--- config.mk ---
export PLATFORM = sky130hd
export DESIGN_NAME = serial_compare_flat
export DESIGN_NICKNAME = d
export VERILOG_FILES = /design/src/rtl/serial_compare_if.sv /design/src/rtl/serial_compare.sv /design/src/flat_wrapper.sv
export SDC_FILE = /design/constraint.sdc
export NUM_CORES = 1
export LEC_CHECK = 0
export ABC_AREA = 1
export BUFFER_PORTS_ARGS = -buffer_cell sky130_fd_sc_hd__buf_2
export CORE_MARGIN = 4
export CORE_UTILIZATION = 54
export DETAILED_ROUTE_END_ITERATION = 10
export PLACE_DENSITY = 0.79
export REMOVE_ABC_BUFFERS = 1
export SLEW_MARGIN = 20
export SYNTH_ARGS = -nofsm -noshare
export SYNTH_HDL_FRONTEND = slang
export SYNTH_SLANG_ARGS = --single-unit
export TNS_END_PERCENT = 30
--- constraint.sdc ---
create_clock -name clk -period 2.25 [get_ports clk]
set_clock_uncertainty 0.1 [all_clocks]
set_input_delay 0.225 -clock clk [delete_from_list [all_inputs] [get_ports clk]]
set_output_delay 0.225 -clock clk [all_outputs]
set_load 0.03 [all_outputs]
--- src/rtl/serial_compare_if.sv ---
// rtl/serial_compare_if.sv - operand/result handshake bundle for serial_compare
interface serial_compare_if #(
  parameter int N = 16,
  parameter int K = 4
);
  localparam int C  = N / K;
  localparam int CW = $clog2(C) + 1;

  logic          in_valid;
  logic          in_ready;
  logic [N-1:0]  A;
  logic [N-1:0]  B;
  logic [1:0]    m;
  logic          out_valid;
  logic          out_ready;
  logic          g;
  logic          l;
  logic          e;
  logic          err;
  logic [CW-1:0] cycles;

  modport master (
    output in_valid, A, B, m, out_ready,
    input  in_ready, out_valid, g, l, e, err, cycles
  );

  modport slave (
    input  in_valid, A, B, m, out_ready,
    output in_ready, out_valid, g, l, e, err, cycles
  );
endinterface

--- src/rtl/serial_compare.sv ---
// rtl/serial_compare.sv - chunk-serial magnitude/equality comparator, MSB chunk first
module serial_compare #(
  parameter int N = 16,
  parameter int K = 4
) (
  input  logic           clk,
  input  logic           rst_n,
  serial_compare_if.slave bus
);
  localparam int C  = N / K;
  localparam int CW = $clog2(C) + 1;
  localparam int IW = (C > 1) ? $clog2(C) : 1;

  localparam logic [1:0]    M_UNS = 2'b00;
  localparam logic [1:0]    M_SGN = 2'b01;
  localparam logic [1:0]    M_EQ  = 2'b10;
  localparam logic [1:0]    M_RSV = 2'b11;
  localparam logic [IW-1:0] IDX_TOP = IW'(C - 1);
  localparam logic [CW-1:0] C_CW    = CW'(C);

  typedef enum logic [1:0] {IDLE, RUN, DONE} state_t;

  state_t        state_q, state_d;
  logic [N-1:0]  a_q, a_d, b_q, b_d;
  logic [1:0]    m_q, m_d;
  logic [IW-1:0] idx_q, idx_d;
  logic          g_q, g_d, l_q, l_d, e_q, e_d, err_q, err_d;
  logic [CW-1:0] cyc_q, cyc_d;
  logic [K-1:0]  ca, cb;

  // Current chunk pair; signed mode flips the sign bits so the MSB chunk orders as unsigned
  always_comb begin
    ca = a_q[int'(idx_q)*K +: K];
    cb = b_q[int'(idx_q)*K +: K];
    if (m_q == M_SGN && idx_q == IDX_TOP) begin
      ca[K-1] = ~ca[K-1];
      cb[K-1] = ~cb[K-1];
    end
  end

  // Next-state and result logic; results exist only while in DONE
  always_comb begin
    state_d = state_q;
    a_d     = a_q;
    b_d     = b_q;
    m_d     = m_q;
    idx_d   = idx_q;
    g_d     = g_q;
    l_d     = l_q;
    e_d     = e_q;
    err_d   = err_q;
    cyc_d   = cyc_q;
    unique case (state_q)
      IDLE: begin
        if (bus.in_valid) begin
          a_d     = bus.A;
          b_d     = bus.B;
          m_d     = bus.m;
          idx_d   = IDX_TOP;
          state_d = RUN;
        end
      end
      RUN: begin
        if (ca != cb) begin
          state_d = DONE;
          g_d     = (m_q != M_EQ) && (ca > cb);
          l_d     = (m_q != M_EQ) && (ca < cb);
          e_d     = 1'b0;
          err_d   = (m_q == M_RSV);
          cyc_d   = C_CW - CW'(idx_q);
        end else if (idx_q == '0) begin
          state_d = DONE;
          g_d     = 1'b0;
          l_d     = 1'b0;
          e_d     = 1'b1;
          err_d   = (m_q == M_RSV);
          cyc_d   = C_CW;
        end else begin
          idx_d = idx_q - IW'(1);
        end
      end
      DONE: begin
        if (bus.out_ready) begin
          state_d = IDLE;
          g_d     = 1'b0;
          l_d     = 1'b0;
          e_d     = 1'b0;
          err_d   = 1'b0;
          cyc_d   = '0;
        end
      end
      default: state_d = IDLE;
    endcase
  end

  // State, operand and result registers
  always_ff @(posedge clk or negedge rst_n) begin
    if (!rst_n) begin
      state_q <= IDLE;
      a_q     <= '0;
      b_q     <= '0;
      m_q     <= M_UNS;
      idx_q   <= '0;
      g_q     <= 1'b0;
      l_q     <= 1'b0;
      e_q     <= 1'b0;
      err_q   <= 1'b0;
      cyc_q   <= '0;
    end else begin
      state_q <= state_d;
      a_q     <= a_d;
      b_q     <= b_d;
      m_q     <= m_d;
      idx_q   <= idx_d;
      g_q     <= g_d;
      l_q     <= l_d;
      e_q     <= e_d;
      err_q   <= err_d;
      cyc_q   <= cyc_d;
    end
  end

  assign bus.in_ready  = (state_q == IDLE);
  assign bus.out_valid = (state_q == DONE);
  assign bus.g         = g_q;
  assign bus.l         = l_q;
  assign bus.e         = e_q;
  assign bus.err       = err_q;
  assign bus.cycles    = cyc_q;
endmodule

--- src/flat_wrapper.sv ---
// flat-port wrapper written by rule: the top's interface ports become plain ports
module serial_compare_flat 
#(
  parameter int N = 16,
  parameter int K = 4
)
  (clk, rst_n, bus_in_valid, bus_A, bus_B, bus_m, bus_out_ready, bus_in_ready, bus_out_valid, bus_g, bus_l, bus_e, bus_err, bus_cycles);
  serial_compare_if #(.N(N), .K(K)) bus_i ();
  input  logic clk;
  input  logic rst_n;
  input wire logic [$bits(bus_i.in_valid)-1:0] bus_in_valid;
  input wire logic [$bits(bus_i.A)-1:0] bus_A;
  input wire logic [$bits(bus_i.B)-1:0] bus_B;
  input wire logic [$bits(bus_i.m)-1:0] bus_m;
  input wire logic [$bits(bus_i.out_ready)-1:0] bus_out_ready;
  output wire logic [$bits(bus_i.in_ready)-1:0] bus_in_ready;
  output wire logic [$bits(bus_i.out_valid)-1:0] bus_out_valid;
  output wire logic [$bits(bus_i.g)-1:0] bus_g;
  output wire logic [$bits(bus_i.l)-1:0] bus_l;
  output wire logic [$bits(bus_i.e)-1:0] bus_e;
  output wire logic [$bits(bus_i.err)-1:0] bus_err;
  output wire logic [$bits(bus_i.cycles)-1:0] bus_cycles;
  assign bus_i.in_valid = bus_in_valid;
  assign bus_i.A = bus_A;
  assign bus_i.B = bus_B;
  assign bus_i.m = bus_m;
  assign bus_i.out_ready = bus_out_ready;
  assign bus_in_ready = bus_i.in_ready;
  assign bus_out_valid = bus_i.out_valid;
  assign bus_g = bus_i.g;
  assign bus_l = bus_i.l;
  assign bus_e = bus_i.e;
  assign bus_err = bus_i.err;
  assign bus_cycles = bus_i.cycles;
  serial_compare #(.N(N), .K(K)) u_core (.clk(clk), .rst_n(rst_n), .bus(bus_i));
endmodule
==> metrics, run 1 <==
mux share of post-synthesis cell area 20.4%; hold slack between 0.05 and 0.06 ns; DR vias ~1.7k; initial cell density of the core ~57%; Hold WC Path Type in -> reg; placed cell areas about 2600 µm²; pre-CTS setup slack 0.0590 ns; DRC viols 0; Syn-to-layout area delta 18.2%; drt wl/cell 13.6 µm; Detailed Routing Iterations Pass 1 5; initial antenna violation count 0; number of hold violations in the final report 0; Clock Latency Late Sink slightly below 0.3 ns; share of layout cells above drive strength 1 a little under two fifths; flops & latches, synth 45; CP max-delay cell dfrtp_1; DR WL met3 between 200 and 250 µm; 1st-iter DRT viols 86; io pins 47; Tmin final 2.11 ns; Critical Path AT 2.19 ns; Hold Path Stages 2; R2R cell count 13; maximum root-to-sink buffer count 2; status finished clean; Worst Max-Slew Pin Slew 0.588 ns; crit path launch type register; sequential power share 32.8%; endpoint type of the worst setup path register; Buf/Inv on CP 2; xor/xnor share of the synthesized area less than 1%; setup ws final between 0.1 and 0.15 ns; Sink Count between 40 and 50; total wire length ~4400 µm; # port buffers 46; main combinational cell family by area after synthesis multiplexers; Gate Count Post-Synth between 200 and 250; Combinational Power Share a little under three fifths; Std-Cell Rows 23; largest net degree at the start of global routing 27; WP data required ~2.3 ns; total power between 0.004 and 0.005 W; Sw Ratio 40.9%; synthesized cell area around 2300 µm²; wire length on met1 between 2000 and 2500 µm; gr ovfl total 0; PD cells between 1500 and 2000 nW/µm²; multi-input gate area in the final layout 1110 µm²; fillers approximately 320; Die Height ~74 µm; sequential area share after synthesis roughly half; uppermost layer routed met4; Total GRT Usage 17.5%; Critical Setup Path Class reg -> reg; CTS Root Cell clkbuf_8; peak supply drop slightly above 0.6 mV; flip-flop and latch area between 1000 and 1500 µm²; vias in the first global route 1656; Die X about 74 µm; dpl hpwl approximately 3300 µm; Top delay family on crit path simple AND/OR/NAND/NOR gates; cell-by-cell trace of the critical path inv_1, buf_4, nand2_1, nand3_1, nand2_1, xor2_1, ha_1, nand2_2, nor2_4, nand2_2, nand3_1, nand2_1, o21ai_0; GPL Wtd Cong roughly 0.76; Final Util between 60% and 70%; critical path's largest stage delay approximately 0.42 ns; TritonCTS buffer count 5; P_sw between 0.0015 and 0.002 W; nets@finish between 300 and 400; Slew Viols, Final 0; simple-gate share of the synthesized area approximately 13%; Antenna diodes 0; Tcrit/Tclk final 93.8%; CP max FO 8; internal power between 0.002 and 0.003 W; Final Setup Violations 0; Avg Inst Size Synth about 11 µm²; Final Cell Area between 2000 and 3000 µm²; number of library cell types mapped by synthesis 25; complex-gate fraction of the synthesized area about 7.5%; global-route wire length before repair 7320 µm; Ys Warns 0; Crit path depth 13; CTS tree built; Slew headroom between 60 and 70%; Max-cap violations 0; fmax 474 MHz; CP dominant cell by count nand2_1; Routed Antenna Nets 0; H-Tree Depth 2; post-detailed-route via-to-cell ratio between 5 and 6; die area approximately 5500 µm²; CORE AREA between 4000 and 5000 µm²; DR WL met2 a little over 2000 µm; Clk pin slew, worst setup/hold paths 0.08 ns; Leak 1.46 nW; clock network power share a little over a tenth; post-synthesis adder-cell area fraction under 10%
[power by group through the flow]
stage	logic (W)	clock network (W)	registers, W
after floorplan	0.00186	0	0.00152
after global placement	0.00246	0	0.00148
after detailed placement	0.00252	0	0.00149
after CTS	0.00253	0.000506	0.00148
after global routing	0.00293	0.000536	0.00153
final	0.00258	0.000492	0.00150
[repair_timing]
item	in CTS	in global routing
hold endpoints to repair	24	0
setup endpoints to repair	0	11
hold buffers	1	0
setup buffers	0	1
resized for setup	0	3
[through the flow]
stage	setup TNS [ns]	std cells
finish	0	323
global route	-0.00584	323
CTS	0	321
detailed placement	0	313
global placement	0	313
floorplan	-0.0590	208
[worst paths after layout]
path / startpoint / to / slack, ns
max in group asynchronous: rst_n / u_core.idx_q[1]$_DFFE_PN0P_ / 1.12
worst max-delay path: u_core.idx_q[0]$_DFFE_PN0P_ / u_core.state_q[1]$_DFFE_PN0P_ / 0.14
worst max register to register: u_core.idx_q[0]$_DFFE_PN0P_ / u_core.state_q[1]$_DFFE_PN0P_ / 0.14
worst min-delay path: bus_A[12] / u_core.a_q[12]$_DFFE_PN0P_ / 0.06
worst min register to register: u_core.bus.l$_DFFE_PN0P_ / u_core.bus.l$_DFFE_PN0P_ / 0.38
min in group asynchronous: rst_n / u_core.b_q[14]$_DFFE_PN0P_ / 0.35
[Yosys cell counts]
library cell,count,area [µm²]
or2_0,1,6.26
mux2_2,5,56.3
o21ai_1,4,20.0
a21boi_0,1,7.51
mux2_4,28,420
buf_4,1,7.51
nand2_2,3,18.8
nand3_1,9,45.0
o21bai_1,1,7.51
ha_1,9,113
a21oi_1,2,10.0
xnor2_1,1,8.76
inv_1,13,48.8
buf_2,3,15.0
o22a_1,3,26.3
nand2_4,1,11.3
xor2_1,1,8.76
nand2_1,42,158
dfrtp_1,45,1130
nor2_1,17,63.8
clkinv_1,1,3.75
o21ai_0,17,85.1
buf_6,4,45.0
nor2_4,1,11.3
o22ai_1,3,18.8
[cells by family (layout without fill, tap and decap cells)]
group           after synthesis  in the layout
simple gates                 74             75
compound gates               31             31
flops                        45             45
buf+inv                      22             78
xor+xnor                      2              2
fa+ha+maj                     9              9
mux                          33             33
[area by class of cell]
type                    instances  share of cell area, %
well taps                      50                   2.26
multi-input cells             150                   40.0
clock buffers                   7                   3.12
inverters                      14                   2.03
repair buffers                 57                   11.8
flip-flops and latches         45                   40.7
[cells in the final DEF (no fill, tap or decap)]
master	netlist	routed
o21ai_1	4	4
nand3_1	9	9
dfrtp_1	45	44
dfrtp_2	0	1
o22a_1	3	3
or2_0	1	1
buf_4	1	9
ha_1	9	9
o21bai_1	1	1
nor2_1	17	17
xor2_1	1	1
a21boi_0	1	1
o21ai_0	17	17
nand2_4	1	2
mux2_2	5	5
buf_2	3	46
clkinvlp_4	0	1
nand2_1	42	42
dlygate4sd3_1	0	1
xnor2_1	1	1
nor2_4	1	1
clkbuf_8	0	6
nand2_2	3	3
buf_12	0	1
clkbuf_1	0	1
a21oi_1	2	2
inv_1	13	13
o22ai_1	3	3
mux2_4	28	28
[flip-flops by register name, indices dropped and copies added (netlist names)]
name,cells
u_core.a_q,16
u_core.b_q,16
u_core.bus.cycles,3
u_core.bus.e,1
u_core.bus.err,1
u_core.bus.g,1
u_core.bus.l,1
u_core.idx_q,2
u_core.m_q,2
u_core.state_q,2
[routing by layer]
layer	global-route usage, %	vias to the layer above
met3	4.65	9
met1	24.1	797
met4	6.04	0
li1	-	839
met5	0	-
met2	26.7	47
No activity file was read; power rests on OpenSTA's default activity.
==> run 2, diff against run 1 <==
Settings changed: RECOVER_POWER set to 50.
==> metrics, run 2 (synthesis gave the netlist of run 1 again) <==
global-route wire length before repair 7320 µm (unchanged); Buf/Inv on CP 2 (unchanged); leading cell types in the layout, fill and taps excluded dfrtp_1, nand2_1, buf_2; Worst R2R Start u_core.idx_q[0]$_DFFE_PN0P_; Final Setup Violations 0 (unchanged); CP max FO 8 (unchanged); Slew headroom 12.5% (-48 points); Sink Count 45 (unchanged); R2R cell count 13 (unchanged); Max-cap violations 0 (unchanged); hold slack 0.0580 ns (+0.00131 ns); status finished clean; CTS Root Cell clkbuf_8; post-detailed-route via-to-cell ratio 5.20 (-0.77%); TritonCTS buffer count 5 (unchanged); Critical Path AT 2.19 ns (about the same); GPL Wtd Cong 0.759 (unchanged); drt wl/cell 13.5 µm (-0.50%); Std-Cell Rows 23 (unchanged); internal power 0.00269 W (-0.54%); Clock Latency Late Sink 0.29 ns (about the same); DR vias 1679 (-0.77%); Total GRT Usage 17.5% (unchanged); CORE AREA 4090 µm² (unchanged); gr ovfl total 0 (unchanged); crit path launch type register; fmax 474 MHz (about the same); Antenna diodes 0 (unchanged); Die Height 73.9 µm (unchanged); P_sw 0.00186 W (-0.33%); # port buffers 46 (unchanged); Critical Setup Path Class reg -> reg; io pins 47 (unchanged); maximum root-to-sink buffer count 2 (unchanged); peak supply drop 0.605 mV (-0.41%); initial antenna violation count 0 (unchanged); Worst Max-Slew Pin Slew 1.31 ns (+0.725 ns); reg-to-reg slack, setup 0.14 ns (about the same); H-Tree Depth 2 (unchanged); Top delay family on crit path simple AND/OR/NAND/NOR gates; Hold WC Path Type in -> reg; share of layout cells above drive strength 1 34.8% (-2.9 points); die area 5460 µm² (unchanged); clock network power share 10.8% (about the same); nets@finish 320 (unchanged); number of hold violations in the final report 0 (unchanged); dpl hpwl 3260 µm (unchanged); fillers 326 (+1.6%); CP max-delay cell dfrtp_1; CTS tree built; cell-by-cell trace of the critical path inv_1, buf_4, nand2_1, nand3_1, nand2_1, xor2_1, ha_1, nand2_2, nor2_4, nand2_2, nand3_1, nand2_1, o21ai_0; critical path's largest stage delay 0.42 ns (about the same); Combinational Power Share 56.4% (about the same); Sw Ratio 40.9% (+0.050 points); WP data required 2.33 ns (about the same); Syn-to-layout area delta 17.5%; reg2reg end u_core.state_q[1]$_DFFE_PN0P_; Leak 1.43 nW (-2.0%); Detailed Routing Iterations Pass 1 7 (+2); sequential power share 32.9% (about the same); Routed Antenna Nets 0 (unchanged); CP dominant cell by count nand2_1; total wire length 4370 µm (-0.50%); Die X 73.9 µm (unchanged); most common cell after layout, fill and taps aside dfrtp_1; Tcrit/Tclk final 93.8% (about the same); endpoint type of the worst setup path register; pre-CTS setup slack 0.0590 ns (unchanged); initial cell density of the core 57.3% (unchanged); Worst Hold Path EP u_core.a_q[10]$_DFFE_PN0P_; DRC viols 0 (unchanged); largest net degree at the start of global routing 27 (unchanged); Slew Viols, Final 0 (unchanged); setup ws final 0.140 ns (-0.000592 ns); vias in the first global route 1656 (unchanged); Tmin final 2.11 ns (+0.000592 ns); PD cells 1650 nW/µm² (about the same); 1st-iter DRT viols 70 (-19%); worst min-delay path startpoint bus_A[10]; Hold Path Stages 2 (unchanged); Clk pin slew, worst setup/hold paths 0.08 ns (about the same)
==> run 2: cell types whose count changed in the layout (fill, tap and decap cells not counted) <==
cell	delta
buf_2	-8
buf_4	-2
clkbuf_1	+8
clkbuf_2	+2
==> run 2: how the worst max path moves through the flow <==
stage                                      startpoint                            end  slack, ns  cells past startpoint
final                     u_core.idx_q[0]$_DFFE_PN0P_  u_core.state_q[1]$_DFFE_PN0P_       0.14                     13
after floorplan           u_core.idx_q[0]$_DFFE_PN0P_       u_core.bus.g$_DFFE_PN0P_      -0.03                     13
after CTS                 u_core.idx_q[0]$_DFFE_PN0P_       u_core.bus.g$_DFFE_PN0P_       0.04                     14
after detailed placement  u_core.idx_q[1]$_DFFE_PN0P_       u_core.bus.g$_DFFE_PN0P_       0.06                     12
after global placement    u_core.idx_q[0]$_DFFE_PN0P_       u_core.bus.l$_DFFE_PN0P_       0.13                     14
after global routing      u_core.idx_q[0]$_DFFE_PN0P_       u_core.bus.g$_DFFE_PN0P_     -0.006                     14
==> run 2: stage by stage <==
| step | TNS [ns] | utilization [%] | area, µm² | std cells | total power [W] |
|---|---|---|---|---|---|
| 3_3_place_gp | 0 | 64.8 | 2650 | 313 | 0.00395 |
| 5_1_grt | -0.00584 | 67.4 | 2750 | 323 | 0.00498 |
| 4_1_cts | 0 | 67.1 | 2740 | 321 | 0.00452 |
| 6_report | 0 | 67.4 | 2750 | 323 | 0.00455 |
| 2_1_floorplan | -0.0590 | - | 2270 | 208 | 0.00339 |
| 3_5_place_dp | 0 | 64.8 | 2650 | 313 | 0.00401 |
==> run 2: repair_timing <==
action / 4_1_cts / 5_1_grt
hold buffers: 1 / 0
setup endpoints to repair: 0 / 11
resized for setup: 0 / 3
endpoints found under the hold margin: 24 / 0
setup buffers: 0 / 1
==> run 2: per-layer routing <==
metal	vias to the layer above	GRT usage, %	share of wire, %
met5	-	0	0
met4	0	6.04	1.4
met1	790	24.1	45
met2	46	26.7	47
met3	7	4.65	5.8
li1	836	-	-
==> run 2: power groups by stage <==
stage          Clock [W]  Sequential (W)  Combinational, W
6_report        0.000489         0.00150           0.00256
5_1_grt         0.000536         0.00154           0.00291
4_1_cts         0.000506         0.00148           0.00253
3_5_place_dp           0         0.00149           0.00252
3_3_place_gp           0         0.00148           0.00246
2_1_floorplan          0         0.00152           0.00186
==> run 2: final cells by class <==
class / count / area, µm² / area share [%]
multi-input combinational: 150 / 1110 / 40.2
inverter: 14 / 56.3 / 2.05
sequential: 45 / 1130 / 41.0
clock buffer: 7 / 86.3 / 3.14
timing repair buffer: 57 / 313 / 11.4
tap: 50 / 62.6 / 2.27
==> run 3, diff against run 2 <==
Settings changed: CORE_MARGIN 4 to 10.
==> metrics, run 3 (synthesis gave the netlist of run 1 again) <==
Clk pin slew, worst setup/hold paths 0.08 ns (about the same); CTS Root Cell clkbuf_8; crit path launch type register; CTS tree built; Detailed Routing Iterations Pass 1 4 (-3); WP data required 2.33 ns (about the same); 1st-iter DRT viols 137 (+96%); initial cell density of the core 57.3% (unchanged); gr ovfl total 0 (unchanged); die area 7370 µm² (+35%); dpl hpwl 3720 µm (+14%); Sink Count 45 (unchanged); Syn-to-layout area delta 19.2%; total wire length 4950 µm (+13%); vias in the first global route 1746 (+5.4%); largest net degree at the start of global routing 29 (+7.4%); Final Setup Violations 0 (unchanged); status finished clean; Worst Max-Slew Pin Slew 0.618 ns (-0.695 ns); fmax 473 MHz (-0.21%); most common cell after layout, fill and taps aside dfrtp_1; Total GRT Usage 13.2% (-4.3 points); # port buffers 46 (unchanged); initial antenna violation count 0 (unchanged); Leak 1.43 nW (+0.57%); DR vias 1697 (+1.1%); post-detailed-route via-to-cell ratio 5.22 (+0.45%); Final Util 68.3% (+0.95 points); CP max FO 10 (+2); io pins 47 (unchanged); RSZ-0062 raised after global routing false; Clock Latency Late Sink 0.30 ns (about the same); GPL Wtd Cong 0.833 (+9.8%); global-route wire length before repair 8180 µm (+12%); CORE AREA 4090 µm² (unchanged); Routed Antenna Nets 0 (unchanged); maximum root-to-sink buffer count 2 (unchanged); Critical Path AT 2.20 ns (about the same); Antenna diodes 0 (unchanged); drt wl/cell 15.2 µm (+13%); Std-Cell Rows 23 (unchanged); number of hold violations in the final report 0 (unchanged); Max-cap violations 0 (unchanged); Die X 85.9 µm (+16%); Slew headroom 58.8% (+46 points); Critical Setup Path Class reg -> reg; hold slack 0.0489 ns (-0.00913 ns); share of layout cells above drive strength 1 35.6% (+0.84 points); Tcrit/Tclk final 94.0% (+0.20 points); peak supply drop 0.781 mV (+29%); Slew Viols, Final 0 (unchanged); Tmin final 2.12 ns (+0.00452 ns); Hold WC Path Type in -> reg; PD cells 1680 nW/µm² (+1.5%); H-Tree Depth 2 (unchanged); DRC viols 0 (unchanged); nets@finish 321 (+0.31%); leading cell types in the layout, fill and taps excluded dfrtp_1, nand2_1, buf_2; endpoint type of the worst setup path register; Die Height 85.9 µm (+16%); TritonCTS buffer count 5 (unchanged)
==> run 3: cell count changes in the layout (fill, tap and decap cells not counted), moves of 2 or more <==
cell | before | now
buf_4 | 7 | 5
clkbuf_1 | 9 | 11
nand2_1 | 42 | 40
nand2_2 | 3 | 5
clkbuf_2 | 2 | 0
==> run 3: cell type report <==
| class | count | area [µm²] |
|---|---|---|
| Inverter | 14 | 55.1 |
| Clock buffer | 7 | 76.3 |
| Clock inverter | 1 | 7.51 |
| Timing Repair Buffer | 58 | 348 |
| Sequential cell | 45 | 1130 |
| Multi-Input combinational cell | 150 | 1110 |
| Fill cell | 309 | 1290 |
| Tap cell | 50 | 62.6 |
==> run 3: metrics by stage <==
step | TNS, ns | setup slack [ns] | instance area [µm²] | std cells | power (W)
finish | 0 | 0.135 | 2790 | 325 | 0.00468
global route | 0 | 0.0114 | 2790 | 325 | 0.00505
CTS | 0 | 0.0629 | 2740 | 322 | 0.00453
detailed placement | 0 | 0.0972 | 2650 | 313 | 0.00402
global placement | 0 | 0.136 | 2650 | 313 | 0.00394
floorplan | -0.0590 | -0.0296 | 2270 | 208 | 0.00339
==> run 3: worst paths after layout <==
path                            cells past startpoint                        start  slack (ns)                       endpoint
worst max register to register                     11  u_core.idx_q[0]$_DFFE_PN0P_        0.13  u_core.state_q[1]$_DFFE_PN0P_
min in group asynchronous                           2                        rst_n        0.37     u_core.b_q[14]$_DFFE_PN0P_
worst min register to register                      2     u_core.bus.g$_DFFE_PN0P_        0.39       u_core.bus.g$_DFFE_PN0P_
worst max-delay path                               11  u_core.idx_q[0]$_DFFE_PN0P_        0.13  u_core.state_q[1]$_DFFE_PN0P_
worst min-delay path                                2                     bus_A[5]        0.05      u_core.a_q[5]$_DFFE_PN0P_
max in group asynchronous                           3                        rst_n        0.78     u_core.a_q[11]$_DFFE_PN0P_
==> run 3: timing repair <==
action,CTS,global route
hold buffers,1,0
setup endpoints to repair,0,10
hold endpoints to repair,26,0
buffers inserted,0,1
resized for setup,0,10
==> run 3: metal layers <==
metal / vias to the layer above / part of all wire, % / GRT usage (%)
met4: 0 / 1.5 / 4.64
li1: 838 / - / -
met3: 9 / 5.7 / 4.64
met5: - / 0 / 0
met2: 48 / 48 / 21.0
met1: 802 / 44 / 16.1
==> run 3: worst max-delay path, stage by stage (launching register included) <==
cell and delay [ns]:
dfrtp_2 0.46, buf_8 0.15, ha_1 0.20, nand2_2 0.09
xor2_1 0.15, ha_1 0.27, nand2_2 0.10, nor2_4 0.05
nand2_2 0.11, nand3_1 0.14, nand2_1 0.09, o21ai_0 0.08
==> run 3: where the power goes <==
| part | total (W) | switching, W | internal (W) |
|---|---|---|---|
| sequential | 0.00150 | 0.000276 | 0.00122 |
| clock | 0.000486 | 0.000266 | 0.000220 |
| combinational | 0.00270 | 0.00142 | 0.00128 |
| total | 0.00468 | 0.00196 | 0.00272 |
